===== src/rtl/divider.sv =====
// rtl/divider.sv - sequential restoring divider with load/start/done handshake
//
// Divides an N_W-bit dividend by a D_W-bit divisor, one quotient bit per
// clock, using the same load/start/done handshake as the shift-add multiplier.
//
// Parameters:
//   N_W      dividend / quotient width
//   D_W      divisor / remainder width (D_W <= N_W)
//
// Ports:
//   i_clk    clock, rising edge
//   i_rst    asynchronous active-high reset
//   i_load   capture i_N / i_D (honoured in IDLE and DONE, ignored in CALC)
//   i_start  begin a division on the captured operands (ignored in CALC)
//   i_N      dividend
//   i_D      divisor
//   o_busy   high while computing
//   o_done   high while a result is presented (level)
//   o_Q      quotient (all ones on divide by zero)
//   o_R      remainder (0 on divide by zero)
//   o_div0   last completed operation had a zero divisor

module divider #(
    parameter int N_W = 8,
    parameter int D_W = 4
) (
    input  logic           i_clk,
    input  logic           i_rst,
    input  logic           i_load,
    input  logic           i_start,
    input  logic [N_W-1:0] i_N,
    input  logic [D_W-1:0] i_D,
    output logic           o_busy,
    output logic           o_done,
    output logic [N_W-1:0] o_Q,
    output logic [D_W-1:0] o_R,
    output logic           o_div0
);

    localparam int CNT_W = $clog2(N_W + 1);
    localparam logic [CNT_W-1:0] LAST_ITER = CNT_W'(N_W - 1);

    typedef enum logic [1:0] {
        ST_IDLE = 2'd0,
        ST_CALC = 2'd1,
        ST_DONE = 2'd2
    } state_t;

    state_t state_q, state_d;

    // Captured operands
    logic [N_W-1:0] n_q, n_d;
    logic [D_W-1:0] dv_q, dv_d;

    // Working registers: partial remainder, dividend/quotient shifter, counter
    logic [D_W:0]     p_q, p_d;
    logic [N_W-1:0]   s_q, s_d;
    logic [CNT_W-1:0] cnt_q, cnt_d;

    // Result registers
    logic [N_W-1:0] q_q, q_d;
    logic [D_W-1:0] r_q, r_d;
    logic           div0_q, div0_d;

    // One restoring step. P never exceeds D-1 < 2^D_W between steps, so only
    // its low D_W bits feed the next trial value T.
    logic [D_W:0]   trial;
    logic           q_bit;
    logic [D_W:0]   p_step;
    logic [N_W-1:0] s_step;

    always_comb begin
        trial  = {p_q[D_W-1:0], s_q[N_W-1]};
        q_bit  = (trial >= {1'b0, dv_q});
        p_step = q_bit ? (trial - {1'b0, dv_q}) : trial;
        s_step = (s_q << 1) | N_W'(q_bit);
    end

    logic divisor_zero;
    assign divisor_zero = (dv_q == '0);

    always_comb begin
        state_d = state_q;
        n_d     = n_q;
        dv_d    = dv_q;
        p_d     = p_q;
        s_d     = s_q;
        cnt_d   = cnt_q;
        q_d     = q_q;
        r_d     = r_q;
        div0_d  = div0_q;

        unique case (state_q)
            ST_IDLE, ST_DONE: begin
                // Load wins over a same-cycle start.
                if (i_load) begin
                    n_d     = i_N;
                    dv_d    = i_D;
                    state_d = ST_IDLE;
                end else if (i_start) begin
                    if (divisor_zero) begin
                        // Resolved immediately: no iterations needed.
                        q_d     = '1;
                        r_d     = '0;
                        div0_d  = 1'b1;
                        state_d = ST_DONE;
                    end else begin
                        p_d     = '0;
                        s_d     = n_q;
                        cnt_d   = '0;
                        state_d = ST_CALC;
                    end
                end
            end

            ST_CALC: begin
                p_d   = p_step;
                s_d   = s_step;
                cnt_d = cnt_q + 1'b1;
                if (cnt_q == LAST_ITER) begin
                    // Results are taken from the final step directly so they
                    // become visible on the same edge that enters DONE.
                    q_d     = s_step;
                    r_d     = p_step[D_W-1:0];
                    div0_d  = 1'b0;
                    state_d = ST_DONE;
                end
            end

            default: begin
                state_d = ST_IDLE;
            end
        endcase
    end

    always_ff @(posedge i_clk or posedge i_rst) begin
        if (i_rst) begin
            state_q <= ST_IDLE;
            n_q     <= '0;
            dv_q    <= '0;
            p_q     <= '0;
            s_q     <= '0;
            cnt_q   <= '0;
            q_q     <= '0;
            r_q     <= '0;
            div0_q  <= 1'b0;
        end else begin
            state_q <= state_d;
            n_q     <= n_d;
            dv_q    <= dv_d;
            p_q     <= p_d;
            s_q     <= s_d;
            cnt_q   <= cnt_d;
            q_q     <= q_d;
            r_q     <= r_d;
            div0_q  <= div0_d;
        end
    end

    assign o_busy = (state_q == ST_CALC);
    assign o_done = (state_q == ST_DONE);
    assign o_Q    = q_q;
    assign o_R    = r_q;
    assign o_div0 = div0_q;

endmodule


===== config.mk =====
export PLATFORM = sky130hd
export DESIGN_NAME = divider
export DESIGN_NICKNAME = d
export VERILOG_FILES = /design/src/rtl/divider.sv
export SDC_FILE = /design/constraint.sdc
export NUM_CORES = 1
export LEC_CHECK = 0
export BUFFER_PORTS_ARGS = -buffer_cell sky130_fd_sc_hd__buf_2
export CORE_ASPECT_RATIO = 0.9
export CORE_UTILIZATION = 55
export DETAILED_ROUTE_END_ITERATION = 16
export PLACE_DENSITY = 0.8
export SLEW_MARGIN = 20
export SYNTH_ARGS = -nofsm -noshare
export SYNTH_HDL_FRONTEND = slang
export SYNTH_SLANG_ARGS = --single-unit

===== constraint.sdc =====
create_clock -name i_clk -period 2.6 [get_ports i_clk]
set_input_delay 0.26 -clock i_clk [delete_from_list [all_inputs] [get_ports i_clk]]
set_output_delay 0.26 -clock i_clk [all_outputs]
set_load 0.01 [all_outputs]

; Yosys cells after proc, flatten, opt, wreduce, memory -nomap -nowiden
; Index checks and enable logic that the tools add are counted.
[classes]
n_addsub = 2
n_reduce_logical = 8
eq_ne = 9
muxes = 33
magnitude_cmp = 1
n_bitwise = 1
[op_table]
columns = cell, count
row1 = $mux W8, 7
row2 = $mux W4, 11
row3 = $pmux W8 S2, 2
row4 = $pmux W4 S2, 3
row5 = $mux W2, 4
row6 = $ne A2 B2 Y1 const B, 4
row7 = $or A8 B1 Y8, 1
row8 = $ge A5 B4 Y1, 1
row9 = $reduce_and A5 Y1, 1
row10 = $add A4 B1 Y4 const B, 1
row11 = $eq A4 B3 Y1 const B, 1
row12 = $logic_not A4 Y1, 1
row13 = $mux W1, 4
row14 = $pmux W2 S2, 1
row15 = $reduce_and A2 Y1, 2
row16 = $reduce_and A4 Y1, 1
row17 = $sub A4 B4 Y4, 1
row18 = $ne A3 B3 Y1 const B, 1
row19 = $eq A2 B1 Y1 const B, 1
row20 = $eq A2 B2 Y1 const B, 1
row21 = $logic_not A2 Y1, 1
row22 = $ne A2 B1 Y1 const B, 1
row23 = $pmux W1 S2, 1
row24 = $reduce_bool A2 Y1, 1
row25 = $reduce_or A2 Y1, 1
[word_totals]
reg_bits = 43
inputBits = 16
elab_cells = 63
output_inout_bits = 15

; Logic depth before layout (Yosys ltp)
; Gate-level depths: netlist (run 1).
[logic_depth]
word_depth = 5
depth_mapped = 7
mapped_depth_nobuf = 6

; Worst setup path after synthesis (run 1)
; No wires, ideal clock.
[synth_path]
path_kind = flip-flop to flip-flop
start = register dv_q[1]
end = register q_q[0], in the netlist o_Q[0]
stages_incl_launch_ff = 7
slack_ps = 725
period_less_slack_ps = 1875
setup_time_ps = 119
arrival_time_ps = 1756
n_path_buf = 0
required_ps = 2481
path_cell_list = dfrtp_1 > inv_1 > ha_1 > nor2b_1 > o311a_1 > or4_1 > o21a_1
[synth_via]
elab_chain_cells = 4
elab_cells_between_ends = 7
classes_between = order compare (1) / eq/ne (1) / mux (2) / bitwise (1) / reduce/logical (2)
[synth_lines]
columns = item, line_no
row1 = "start, declared", 53  ; logic [D_W-1:0] dv_q, dv_d;
row2 = "start signal, assigned", 150  ; dv_q <= dv_d;
row3 = $ge A5 B4 Y1, 74  ; q_bit = (trial >= {1'b0, dv_q});
row4 = $or A8 B1 Y8, 76  ; s_step = (s_q << 1) | N_W'(q_bit);
row5 = $mux W8, 120  ; if (cnt_q == LAST_ITER) begin
row6 = $pmux W8 S2, 93  ; unique case (state_q)
row7 = "end signal, assigned", 154  ; q_q <= q_d;
row8 = "end, declared", 61  ; logic [N_W-1:0] q_q, q_d;
; Parallel ways exist; a longest one is shown, timed or not. The select of a mux whose other input is x is not followed.
; A chain may end at the register's enable or synchronous reset.

; Final worst setup path (run 1)
; Ends and elaborated chain as after synthesis.

==> impl_metrics.py, run 1 <==
metrics = {
    "outcome": {
        "status": "finished, final reports clean",
    },
    "cells_and_area": {
        "diodes": 0,
        "nets": 231,
        "final_cell_count_no_fill": 254,
        "layout_commonest_cell": "dfrtp_1",
        "final_cell_mix": "dfrtp_1, buf_2, nor2_1",
        "syn2layout_area_growth_pct": 14.0,
        "final_core_util_pct": 66.5,
        "drive_above_1_share_pct": 28.6,
    },
    "floorplanning": {
        "die_h_um": 59.2,
        "die-width_um": 65.5,
        "dieArea_um2": 3880,
        "num_rows": 20,
        "io_pins": 31,
        "initial_core_util_pct": 58.3,
        "core_um2": 3430,
    },
    "clock_tree": {
        "ctsResizeCount": 0,
        "cts_buffers": 5,
        "cts.sinks": 43,
        "cts_buffer_depth": 2,
        "cts_setup_buffers": 0,
        "cts_tree": "done",
        "insertion_delay_ns": 0.29,
        "cts-root-buf": "clkbuf_8",
        "cts_hold_buf": 0,
        "clkTransAtPathRegs_ns": 0.08,
        "htree_levels": 2,
    },
    "sta": {
        "hold_slack_ns": 0.0884,
        "fin_skew_ns": 0.00564,
        "finalCriticalPeriod_ns": 2.00,
        "slew-limit-headroom_pct": 62.9,
        "setup_viol_count_final": 0,
        "period_share_pct": 77.1,
        "hold_viol_final": 0,
        "fmax_mhz": 499,
        "setup_tns_ns": 0,
        "rsz0062_at_grt": "no",
        "tightest_slew_ns": 0.555,
        "final_max_slew_viol_count": 0,
    },
    "critical_path": {
        "path_delay_family": "simple AND/OR/NAND/NOR gates",
        "cp_max_fo": 4,
        "slowest_stage": "or4_1",
        "start_kind": "flop",
        "worst-path-buf-inv": 1,
        "endpoint_kind": "flop",
        "arrival_ns": 2.19,
        "crit_path_cell_trace": "inv_1 -> ha_1 -> nor2b_1 -> o311a_1 -> or4_1 -> o21a_1",
        "worstPathRequired_ns": 2.78,
        "ff2ff_setup_slack_ns": 0.60,
        "slowest_delay_ns": 0.49,
        "path_class": "reg2reg",
    },
    "yosys": {
        "syn_nets": 198,
        "ys_seq_area_share_pct": 53.9,
        "synth.avg_cell_area_um2": 11.4,
        "synthArstFlopShare_pct": 100,
        "synth_edf_count": 0,
        "ys_warn_count": 0,
        "ys_seq_elements": 43,
        "synthCells": 176,
        "syn_area_um2": 2000,
        "yosysUniqueCellTypes": 44,
        "ys.flop_type": "dfrtp_1",
    },
    "route": {
        "drcViolationCount": 0,
        "drt-initial-drc-count": 152,
        "vias_per_cell": 6.09,
        "first_pass_iters": 4,
        "num_vias": 1547,
        "antenna_left": 0,
        "wl_mm": 4.14,
        "wl_per_cell_um": 16.3,
    },
    "power": {
        "power_density_nw_per_um2": 1230,
        "max-vdd-ir-drop_uv": 736,
        "total_power_uw": 2800,
        "power.leakage_uw": 0.000972,
    },
    "grt": {
        "grt_pass1_vias": 1587,
        "grt_usage_pct": 24.9,
        "grt_max_degree": 44,
        "grt_first_pass_wirelength_mm": 7.26,
        "antenna_found_initial": 0,
        "grt_overflow_total": 0,
    },
    "place": {
        "io_buffer_count": 30,
        "hpwl_mm": 3.05,
        "placed_cells": 246,
        "gp_congestion": 0.870,
    },
    "job": {
        "cap_violations": 0,
    },
    "hold_path": {
        "hp-class": "in2async",
    },
}
-- flip-flops by register name (all words and copies together), names as in the netlist, 2 cells and up --
register / count
cnt_q: 4
dv_q: 4
n_q: 8
o_Q: 8
o_R: 4
p_q: 4
s_q: 8
state_q: 2
-- where the power goes --
group          switching [uW]  total [uW]  internal [uW]
sequential                198        1110            910
combinational             726        1230            508
clock                     212         455            242
total                    1140        2800           1660
-- kinds of logic (layout without fill, tap and decap cells) --
family | after synthesis | count (layout) | synth area share (%)
fa+ha+maj | 6 | 6 | 4.13
buf+inv | 15 | 49 | 3.88
xor+xnor | 2 | 2 | 0.877
compound gates | 48 | 48 | 18.2
flops | 43 | 43 | 53.9
simple gates | 52 | 52 | 13.5
mux | 10 | 10 | 5.64
-- worst register-to-register path: stages, from the launching register on --
cell	delay [ns]
dfrtp_1	0.41
inv_1	0.08
ha_1	0.30
nor2b_1	0.17
o311a_1	0.33
or4_1	0.49
o21a_1	0.13
-- final cells by class --
cell class	instances	area, um^2
multi-input combinational	118	845
sequential	43	1080
clock buffer	8	100
tap	44	55.1
fill	255	1150
timing repair buffer	33	173
inverter	8	30.0
-- layer usage --
layer  share of wire (%)  vias up  wire (um)  GRT usage [%]
li1                    -      710          -              -
met2                  49       60       2020           39.9
met3                 5.6        6        231           5.96
met4                0.97        0         40           8.70
met1                  45      771       1850           33.5
met5                   0        -          0              0
-- stage by stage --
step	worst slack, ns	cell area [um^2]
6_report	0.595	2280
5_1_grt	0.507	2280
4_1_cts	0.595	2280
3_5_place_dp	0.650	2180
3_3_place_gp	0.670	2180
2_1_floorplan	0.725	2000
-- Yosys cell counts, types with 2 or more instances --
cell type / number / area [um^2]
dfrtp_1: 43 / 1080
nor2_1: 18 / 67.6
nand2_1: 12 / 45.0
o21ai_0: 12 / 60.1
mux2_2: 10 / 113
o22ai_1: 8 / 50.1
inv_1: 7 / 26.3
o22a_1: 7 / 61.3
ha_1: 5 / 62.6
nand4_1: 5 / 31.3
a21oi_1: 4 / 20.0
o311ai_0: 4 / 35.0
o31ai_1: 4 / 30.0
nor2b_1: 3 / 18.8
buf_2: 2 / 10.0
buf_6: 2 / 22.5
clkbuf_1: 2 / 7.51
o21a_1: 2 / 15.0
-- final timing paths --
path	startpoint	endpoint	cells after the start
max	dv_q[1]	o_Q[0]	6
min	i_rst	cnt_q[0]	3
max reg2reg	dv_q[1]	o_Q[0]	6
min reg2reg	o_Q[4]	o_Q[4]	1
max in group asynchronous	i_rst	s_q[4]	3
min in group i_clk	i_D[3]	dv_q[3]	3
(Power assumes the default switching activity.)
==> run 2, diff against run 1 <==
==> constraint.sdc (replaced) <==
create_clock -name i_clk -period 2.06 [get_ports i_clk]
set_input_delay 0.206 -clock i_clk [delete_from_list [all_inputs] [get_ports i_clk]]
set_output_delay 0.206 -clock i_clk [all_outputs]
set_load 0.01 [all_outputs]
==> run 2 against run 1 <==
Against the previous run:
- first-iteration DRC count shrank 66%
- non-clock buffer count increased by 4
- hold slack worse by 0.039 ns
- clock power is 11% higher
- via count decreased by 2.9%
- sequential power rose by 24%
- global-route usage down 1.9 points
- final area is 1.2% higher
- critical path type unchanged
==> impl_metrics.py, run 2 (same netlist as run 1, synthesis figures left out) <==
metrics = {
    "power": {
        "combPwrFrac_pct": 46.8,
        "max-vdd-ir-drop_uv": 844,
        "switchingPower_uw": 1470,
        "power_density_nw_per_um2": 1540,
        "swShare_pct": 41.2,
        "p_int_uw": 2090,
        "power.leakage_uw": 0.000984,
        "power_frac_seq_pct": 38.9,
        "power_frac_clock_pct": 14.2,
    },
    "cells_and_area": {
        "drive_above_1_share_pct": 30.4,
        "fin_area_um2": 2310,
        "fill_cells": 251,
        "syn2layout_area_growth_pct": 15.4,
        "nets": 235,
        "final_cell_mix": "dfrtp_1, buf_2, nor2_1",
        "diodes": 0,
        "layout_commonest_cell": "dfrtp_1",
    },
    "place": {
        "hpwl_mm": 3.12,
        "io_buffer_count": 30,
        "dpl_cell_area_um2": 2210,
        "gp_congestion": 0.900,
    },
    "route": {
        "wl_per_cell_um": 15.4,
        "first_pass_iters": 4,
        "drcViolationCount": 0,
        "wl_mm": 3.99,
        "drt-initial-drc-count": 52,
        "num_vias": 1502,
        "antenna_left": 0,
        "vias_per_cell": 5.82,
    },
    "critical_path": {
        "crit_end": "o_Q[0]",
        "cp_max_fo": 5,
        "path_delay_family": "simple AND/OR/NAND/NOR gates",
        "ff2ff_setup_slack_ns": 0.08,
        "slowest_delay_ns": 0.48,
        "r2r_end": "o_Q[0]",
        "arrival_ns": 2.15,
        "worst-path-buf-inv": 0,
        "crit_path_cell_trace": "ha_1 -> nor2b_2 -> o311a_1 -> or4_1 -> o21a_1",
        "rr_worst_depth": 5,
        "path_class": "reg2reg",
        "worstPathRequired_ns": 2.24,
        "crit_cells": 5,
        "reg2reg_from": "p_q[0]",
        "slowest_stage": "or4_1",
        "crit_path_start": "p_q[0]",
        "start_kind": "flop",
        "endpoint_kind": "flop",
    },
    "sta": {
        "tightest_slew_ns": 0.516,
        "fin_skew_ns": 0.00557,
        "fmax_mhz": 506,
        "setup_viol_count_final": 0,
        "hold_viol_final": 0,
        "final_max_slew_viol_count": 0,
        "slew-limit-headroom_pct": 65.6,
        "period_share_pct": 96.0,
        "setup_tns_ns": 0,
        "rsz0062_at_grt": "no",
        "finalCriticalPeriod_ns": 1.98,
    },
    "hold_path": {
        "hp-class": "in2async",
    },
    "grt": {
        "grt_first_pass_wirelength_mm": 6.59,
        "use_met2_pct": 36.2,
        "grt_util_met1_pct": 31.9,
        "grt_pass1_vias": 1407,
        "antenna_found_initial": 0,
        "grt_max_degree": 44,
        "grt_overflow_total": 0,
        "grt_usage_pct": 23.0,
        "top_usage_layer": "met2",
        "use_met3_pct": 6.35,
    },
    "clock_tree": {
        "cts.sinks": 43,
        "cts_hold_buf": 0,
        "cts_buffers": 5,
        "htree_levels": 2,
        "cts_tree": "done",
        "insertion_delay_ns": 0.28,
        "cts_buffer_depth": 2,
        "cts-root-buf": "clkbuf_8",
        "clkTransAtPathRegs_ns": 0.08,
    },
    "outcome": {
        "status": "finished, final reports clean",
    },
    "floorplanning": {
        "dieArea_um2": 3880,
        "num_rows": 20,
        "core_um2": 3430,
        "die-width_um": 65.5,
        "initial_core_util_pct": 58.3,
        "io_pins": 31,
        "die_h_um": 59.2,
    },
    "job": {
        "cap_violations": 0,
    },
}
## run 2: power groups by stage
stage / clock network (uW) / logic, uW / registers, uW
after global routing: 554 / 1850 / 1420
after CTS: 515 / 1620 / 1380
after detailed placement: 0 / 1610 / 1390
after floorplan: 0 / 1220 / 1340
after global placement: 0 / 1510 / 1370
final: 506 / 1660 / 1380
## run 2: tightest hold or removal path: cells and delay by family
family,cells,cell delay (ns)
buffers and inverters,3,0.57
## run 2: how the worst min path moves through the flow
stage / start / to / cells past startpoint
after floorplan: i_D[1] / dv_q[1] / 2
after global placement: i_rst / cnt_q[2] / 3
after detailed placement: i_rst / cnt_q[2] / 3
after CTS: i_rst / cnt_q[2] / 3
after global routing: i_rst / cnt_q[1] / 3
final: i_rst / cnt_q[2] / 3
## run 2: repair_timing
action	4_1_cts	5_1_grt
gates resized for setup	0	2
setup buffers	0	0
endpoints found under the hold margin	0	0
setup endpoints to repair	0	2
## run 2: final cells by class
cell class / count / area, um^2 / share of cell area (%)
clock buffers: 6 / 72.6 / 3.15
repair buffers: 37 / 203 / 8.79
clock inverters: 2 / 12.5 / 0.543
inverters: 8 / 30.0 / 1.30
flip-flops and latches: 43 / 1080 / 46.7
multi-input cells: 118 / 857 / 37.2
well taps: 44 / 55.1 / 2.39
## run 2: routing by layer
metal	vias up	share of wire, %
li1	719	-
met1	743	47
met2	38	48
met3	2	4.2
met4	0	0.35
met5	-	0
## run 2: through the flow
step	total power, uW	util, %	setup WS (ns)	instances	hold WS [ns]
2_1_floorplan	2560	-	0.185	176	0.323
6_report	3550	67.3	0.0834	258	0.0492
3_5_place_dp	3000	64.4	0.128	250	0.372
5_1_grt	3820	67.3	0.0218	258	0.0842
4_1_cts	3510	66.9	0.0974	258	0.0622
3_3_place_gp	2880	64.4	0.201	250	0.352
